[src/rtl/sr_latch_writer_if.sv]
// Write-request handshake and latch-side signals for sr_latch_writer.
// slave is the controller's view; master is the client/latch side.
interface sr_latch_writer_if;
   logic req_valid;
   logic req_data;
   logic req_ready;
   logic s;
   logic r;
   logic c;
   logic q_fb;
   logic done;
   logic err;
   logic busy;

   modport slave (
      input  req_valid, req_data, q_fb,
      output req_ready, s, r, c, done, err, busy
   );

   modport master (
      output req_valid, req_data, q_fb,
      input  req_ready, s, r, c, done, err, busy
   );
endinterface

[src/rtl/sr_latch_writer.sv]
// Write-side controller for an enable-gated SR latch: sequences s/r setup,
// c strobe and hold, then reads Q back and reports a mismatch with done.
module sr_latch_writer #(
   parameter int unsigned SETUP_W  = 1,
   parameter int unsigned PULSE_W  = 2,
   parameter int unsigned HOLD_W   = 1,
   parameter int unsigned SETTLE_W = 1
) (
   input  logic             clk,
   input  logic             reset,
   sr_latch_writer_if.slave bus
);

   localparam int unsigned MAX_AB = (SETUP_W > PULSE_W) ? SETUP_W : PULSE_W;
   localparam int unsigned MAX_CD = (HOLD_W > SETTLE_W) ? HOLD_W : SETTLE_W;
   localparam int unsigned MAXP   = (MAX_AB > MAX_CD) ? MAX_AB : MAX_CD;
   localparam int unsigned CW     = (MAXP > 1) ? $clog2(MAXP) : 1;

   typedef logic [CW-1:0] cnt_t;

   localparam cnt_t SETUP_LD  = cnt_t'(SETUP_W - 1);
   localparam cnt_t PULSE_LD  = cnt_t'(PULSE_W - 1);
   localparam cnt_t HOLD_LD   = cnt_t'(HOLD_W - 1);
   localparam cnt_t SETTLE_LD = cnt_t'((SETTLE_W > 0) ? SETTLE_W - 1 : 0);

   typedef enum logic [2:0] {IDLE, SETUP, STROBE, HOLD, SETTLE, CHECK} state_t;

   state_t state_q, state_d;
   cnt_t   cnt_q, cnt_d;
   logic   data_q, data_d;
   logic   s_q, s_d, r_q, r_d, c_q, c_d;
   logic   done_q, done_d, err_q, err_d, busy_q, busy_d;
   logic   drive_sr;

   always_ff @(posedge clk) begin
      if (reset) begin
         state_q <= IDLE;
         cnt_q   <= '0;
         data_q  <= 1'b0;
         s_q     <= 1'b0;
         r_q     <= 1'b0;
         c_q     <= 1'b0;
         done_q  <= 1'b0;
         err_q   <= 1'b0;
         busy_q  <= 1'b0;
      end else begin
         state_q <= state_d;
         cnt_q   <= cnt_d;
         data_q  <= data_d;
         s_q     <= s_d;
         r_q     <= r_d;
         c_q     <= c_d;
         done_q  <= done_d;
         err_q   <= err_d;
         busy_q  <= busy_d;
      end
   end

   always_comb begin
      state_d = state_q;
      cnt_d   = cnt_q;
      data_d  = data_q;
      unique case (state_q)
         IDLE: begin
            if (bus.req_valid) begin
               data_d  = bus.req_data;
               state_d = SETUP;
               cnt_d   = SETUP_LD;
            end
         end
         SETUP: begin
            if (cnt_q == '0) begin
               state_d = STROBE;
               cnt_d   = PULSE_LD;
            end else begin
               cnt_d = cnt_q - cnt_t'(1);
            end
         end
         STROBE: begin
            if (cnt_q == '0) begin
               state_d = HOLD;
               cnt_d   = HOLD_LD;
            end else begin
               cnt_d = cnt_q - cnt_t'(1);
            end
         end
         HOLD: begin
            if (cnt_q == '0) begin
               state_d = (SETTLE_W == 0) ? CHECK : SETTLE;
               cnt_d   = SETTLE_LD;
            end else begin
               cnt_d = cnt_q - cnt_t'(1);
            end
         end
         SETTLE: begin
            if (cnt_q == '0) begin
               state_d = CHECK;
            end else begin
               cnt_d = cnt_q - cnt_t'(1);
            end
         end
         CHECK:   state_d = IDLE;
         default: state_d = IDLE;
      endcase
   end

   // Outputs decode the next state so they are registered alongside it.
   always_comb begin
      drive_sr = (state_d == SETUP) || (state_d == STROBE) || (state_d == HOLD);
      s_d      = drive_sr & data_d;
      r_d      = drive_sr & ~data_d;
      c_d      = (state_d == STROBE);
      busy_d   = (state_d != IDLE);
      done_d   = (state_q == CHECK);
      err_d    = done_d & (bus.q_fb != data_q);
   end

   assign bus.req_ready = (state_q == IDLE) & ~reset;
   assign bus.s         = s_q;
   assign bus.r         = r_q;
   assign bus.c         = c_q;
   assign bus.done      = done_q;
   assign bus.err       = err_q;
   assign bus.busy      = busy_q;

endmodule
[src/flat_wrapper.sv]
// flat-port wrapper written by rule: the top's interface ports become plain ports
module sr_latch_writer_flat 
#(
   parameter int unsigned SETUP_W  = 1,
   parameter int unsigned PULSE_W  = 2,
   parameter int unsigned HOLD_W   = 1,
   parameter int unsigned SETTLE_W = 1
)
  (clk, reset, bus_req_valid, bus_req_data, bus_q_fb, bus_req_ready, bus_s, bus_r, bus_c, bus_done, bus_err, bus_busy);
  sr_latch_writer_if bus_i ();
  input  logic clk;
  input  logic reset;
  input wire logic [$bits(bus_i.req_valid)-1:0] bus_req_valid;
  input wire logic [$bits(bus_i.req_data)-1:0] bus_req_data;
  input wire logic [$bits(bus_i.q_fb)-1:0] bus_q_fb;
  output wire logic [$bits(bus_i.req_ready)-1:0] bus_req_ready;
  output wire logic [$bits(bus_i.s)-1:0] bus_s;
  output wire logic [$bits(bus_i.r)-1:0] bus_r;
  output wire logic [$bits(bus_i.c)-1:0] bus_c;
  output wire logic [$bits(bus_i.done)-1:0] bus_done;
  output wire logic [$bits(bus_i.err)-1:0] bus_err;
  output wire logic [$bits(bus_i.busy)-1:0] bus_busy;
  assign bus_i.req_valid = bus_req_valid;
  assign bus_i.req_data = bus_req_data;
  assign bus_i.q_fb = bus_q_fb;
  assign bus_req_ready = bus_i.req_ready;
  assign bus_s = bus_i.s;
  assign bus_r = bus_i.r;
  assign bus_c = bus_i.c;
  assign bus_done = bus_i.done;
  assign bus_err = bus_i.err;
  assign bus_busy = bus_i.busy;
  sr_latch_writer #(.SETUP_W(SETUP_W), .PULSE_W(PULSE_W), .HOLD_W(HOLD_W), .SETTLE_W(SETTLE_W)) u_core (.clk(clk), .reset(reset), .bus(bus_i));
endmodule
[config.mk]
export PLATFORM = sky130hd
export DESIGN_NAME = sr_latch_writer_flat
export DESIGN_NICKNAME = d
export VERILOG_FILES = /design/src/rtl/sr_latch_writer_if.sv /design/src/rtl/sr_latch_writer.sv /design/src/flat_wrapper.sv
export SDC_FILE = /design/constraint.sdc
export NUM_CORES = 1
export LEC_CHECK = 0
export BUFFER_PORTS_ARGS = -buffer_cell sky130_fd_sc_hd__buf_2
export CAP_MARGIN = 30
export CORE_AREA = 2 2 39 41
export CTS_BUF_LIST = sky130_fd_sc_hd__clkbuf_16
export DETAILED_ROUTE_END_ITERATION = 8
export DIE_AREA = 0 0 41 43
export PLACE_DENSITY = 0.62
export SETUP_SLACK_MARGIN = 0.1
export SLEW_MARGIN = 15
export SYNTH_ARGS = -nofsm -noshare
export SYNTH_HDL_FRONTEND = slang
export SYNTH_SLANG_ARGS = --single-unit
[constraint.sdc]
create_clock -name clk -period 2.4 [get_ports clk]
set_clock_uncertainty 0.1 [all_clocks]
set_input_delay 0.36 -clock clk [delete_from_list [all_inputs] [get_ports clk]]
set_output_delay 0.36 -clock clk [all_outputs]
set_load 0.1 [all_outputs]
==> results.sh <==
export IMPL_outcome="complete, no violations"
export IMPL_grt_pass1_vias=369
export IMPL_fin_crit_sh=0.876
export IMPL_antenna_found_initial=0
export IMPL_critPathKind="reg -> out"
export IMPL_place_area_um2=566
export IMPL_yosys_warnings=0
export IMPL_synthesis_nets=55
export IMPL_synthCells=50
export IMPL_synth_edff_count=0
export IMPL_insertion_delay_ns=0.23
export IMPL_route_vias_total=391
export IMPL_stdcell_area_um2=644
export IMPL_combPwrFrac=0.419
export IMPL_postCtsSetupBuffers=0
export IMPL_clk_pin_slew_ns=0.04
export IMPL_core_region_area_mm2=0.00138
export IMPL_p_clk_frac=0.286
export IMPL_hp_start="bus_q_fb"
export IMPL_postRouteAntennaNets=0
export IMPL_slew_viol_final=0
export IMPL_power_leakage_nw=0.275
export IMPL_synth_seq_cells=11
export IMPL_synth_top_area_frac=0.436
export IMPL_fillers=129
export IMPL_critPathRequiredTime_ns=1.94
export IMPL_die_w_um=41
export IMPL_holdBufCountCts=0
export IMPL_p_sw_mw=0.456
export IMPL_drt_pass1_iter_count=4
export IMPL_fp_row_count=14
export IMPL_syn_area_um2=505
export IMPL_finalSetupTns_ns=0
export IMPL_grt_pass1_wl_mm=1.54
export IMPL_synth_flop_cell="dfxtp_1"
export IMPL_fmax_mhz=476
export IMPL_synthArstFlopShare=0
export IMPL_maxCapViolCount=0
export IMPL_area_growth_pct=27.5
export IMPL_ctsResizeCount=0
export IMPL_arrival_ns=1.64
export IMPL_die_y_um=43
export IMPL_yosysTopAreaCell="dfxtp_1"
export IMPL_maxSlewHeadroom=0.641
export IMPL_clock_sinks=11
export IMPL_numCtsBuffers=3
export IMPL_cp_start_kind="flop"
export IMPL_crit_fanout=11
export IMPL_avgSynthCellArea_um2=10.1
export IMPL_initial_core_util=0.365
export IMPL_grt_overflow_total=0
export IMPL_grtUsageTotal=0.132
export IMPL_io_pins=12
export IMPL_pwr_density_cell_mw_per_mm2=1600
export IMPL_cts_tree="done"
export IMPL_dp_hpwl_um=612
export IMPL_synthTopCellsByArea="dfxtp_1 44%, nor4b_4 4.7%, mux2i_1 4.0%"
export IMPL_rsz0062_at_grt="false"
export IMPL_diodes=0
export IMPL_viasPerCell=5.08
export IMPL_die_area_mm2=0.00176
export IMPL_finalHoldViolCount=0
export IMPL_critPathMaxStageDelay_ns=0.44
export IMPL_reg2reg_from="u_core.state_q[2]"
export IMPL_crit_start="u_core.state_q[1]"
export IMPL_nNetsFinal=67
export IMPL_vdd_ir_drop_max_mv=1.02
export IMPL_min_path_type="in -> reg"
export IMPL_drt_initial_drc_count=6
export IMPL_place_ws_ns=0.555
export IMPL_cts_buffer_depth=2
export IMPL_wl_per_cell_um=11.1
export IMPL_switching_share=0.442
export IMPL_grt_max_degree=14
export IMPL_tightestPinTransition_ns=0.537
export IMPL_numPortBuffers=11
export IMPL_min_period_ns=2.10
export IMPL_cp_slowest_cell="buf_2"
export IMPL_intPower_mw=0.576
export IMPL_seq_power_share=0.295
export IMPL_layout_setup_ws_ns=0.298
export IMPL_crit_chain="or2_0 -> nor3_4 -> buf_2"
export IMPL_most_common_layout_cells="11 x buf_2, 11 x dfxtp_1, 4 x nor2_1"
export IMPL_cp_buffers_inverters=1
export IMPL_wirelength_um=856
export IMPL_routabilityCongestion=0.767
export IMPL_drive_gt1_frac=0.295
export IMPL_ys_seq_area_frac=0.436
export IMPL_setup_viol=0
export IMPL_drc=0
export IMPL_cp_top_family="simple AND/OR/NAND/NOR gates"
export IMPL_root_buffer="clkbuf_16"
export IMPL_total_power_mw=1.03
export IMPL_hold_slack_ns=0.342
export IMPL_htreeDepth=1
export IMPL_yosysUniqueCellTypes=27
export IMPL_critPathCaptureType="output port"
-- per-layer routing --
| layer | vias to the layer above | GRT usage | part of all wire | wire, um |
|---|---|---|---|---|
| li1 | 202 | - | - | - |
| met1 | 180 | 0.188 | 0.52 | 449 |
| met2 | 9 | 0.163 | 0.42 | 363 |
| met3 | 0 | 0.0628 | 0.049 | 42 |
| met4 | 0 | 0.0600 | 0 | 0 |
| met5 | - | 0 | 0 | 0 |
-- state kept, by name (all words and copies together) (netlist names) --
signal,flops
u_core.data_q,1
u_core.bus.r,1
u_core.cnt_q,1
u_core.bus.done,1
u_core.bus.err,1
u_core.state_q,3
u_core.bus.busy,1
u_core.bus.c,1
u_core.bus.s,1
-- path summary, 6_finish.rpt --
kind                                        to  slack, ns  depth (start not counted)
worst max-delay path             bus_req_ready       0.30                          3
worst min-delay path            u_core.bus.err       0.34                          3
worst max register to register    u_core.bus.r       0.92                          3
worst min register to register  u_core.bus.err       0.49                          2
-- final cells by class --
type                            instances  area [um2]  share of cell area
Inverter                                1        3.75             0.00583
Clock buffer                            3        75.1               0.117
Sequential cell                        11         220               0.342
Tap cell                               16        20.0              0.0311
Timing Repair Buffer                   11        55.1              0.0854
Multi-Input combinational cell         34         267               0.414
Clock inverter                          1        3.75             0.00583
-- cells in the mapped netlist (2+ instances only) --
master	count
nor2b_1	2
buf_2	3
mux2i_1	2
nor2_1	4
nor3_1	4
and2b_1	2
and2_1	3
dfxtp_1	11
-- logic make-up after synthesis --
logic type                share of synthesized area
AOI/OAI and AO/OA                             0.146
xor gates and xnor gates                     0.0347
buffers and inverters                        0.0594
DFF                                           0.436
muxes                                        0.0396
and+or+nand+nor                               0.285
-- worst register-to-register path, delay by kind of cell (launching register included) --
kind,cells,cell delay [ns]
simple gates,1,0.29
flops,1,0.46
compound gates,1,0.23
mux,1,0.35
-- power groups by stage --
stage / combinational (mW) / sequential [mW] / clock, mW
4_1_cts: 0.434 / 0.303 / 0.296
5_1_grt: 0.463 / 0.314 / 0.311
3_5_place_dp: 0.432 / 0.306 / 0
6_report: 0.433 / 0.304 / 0.296
2_1_floorplan: 0.282 / 0.421 / 0
3_3_place_gp: 0.431 / 0.303 / 0
-- through the flow --
step	instances	utilization
6_report	77	0.466
5_1_grt	77	0.466
4_1_cts	77	0.466
3_5_place_dp	73	0.409
3_3_place_gp	73	0.409
2_1_floorplan	50	-
Power figures use the tool's default switching activity.
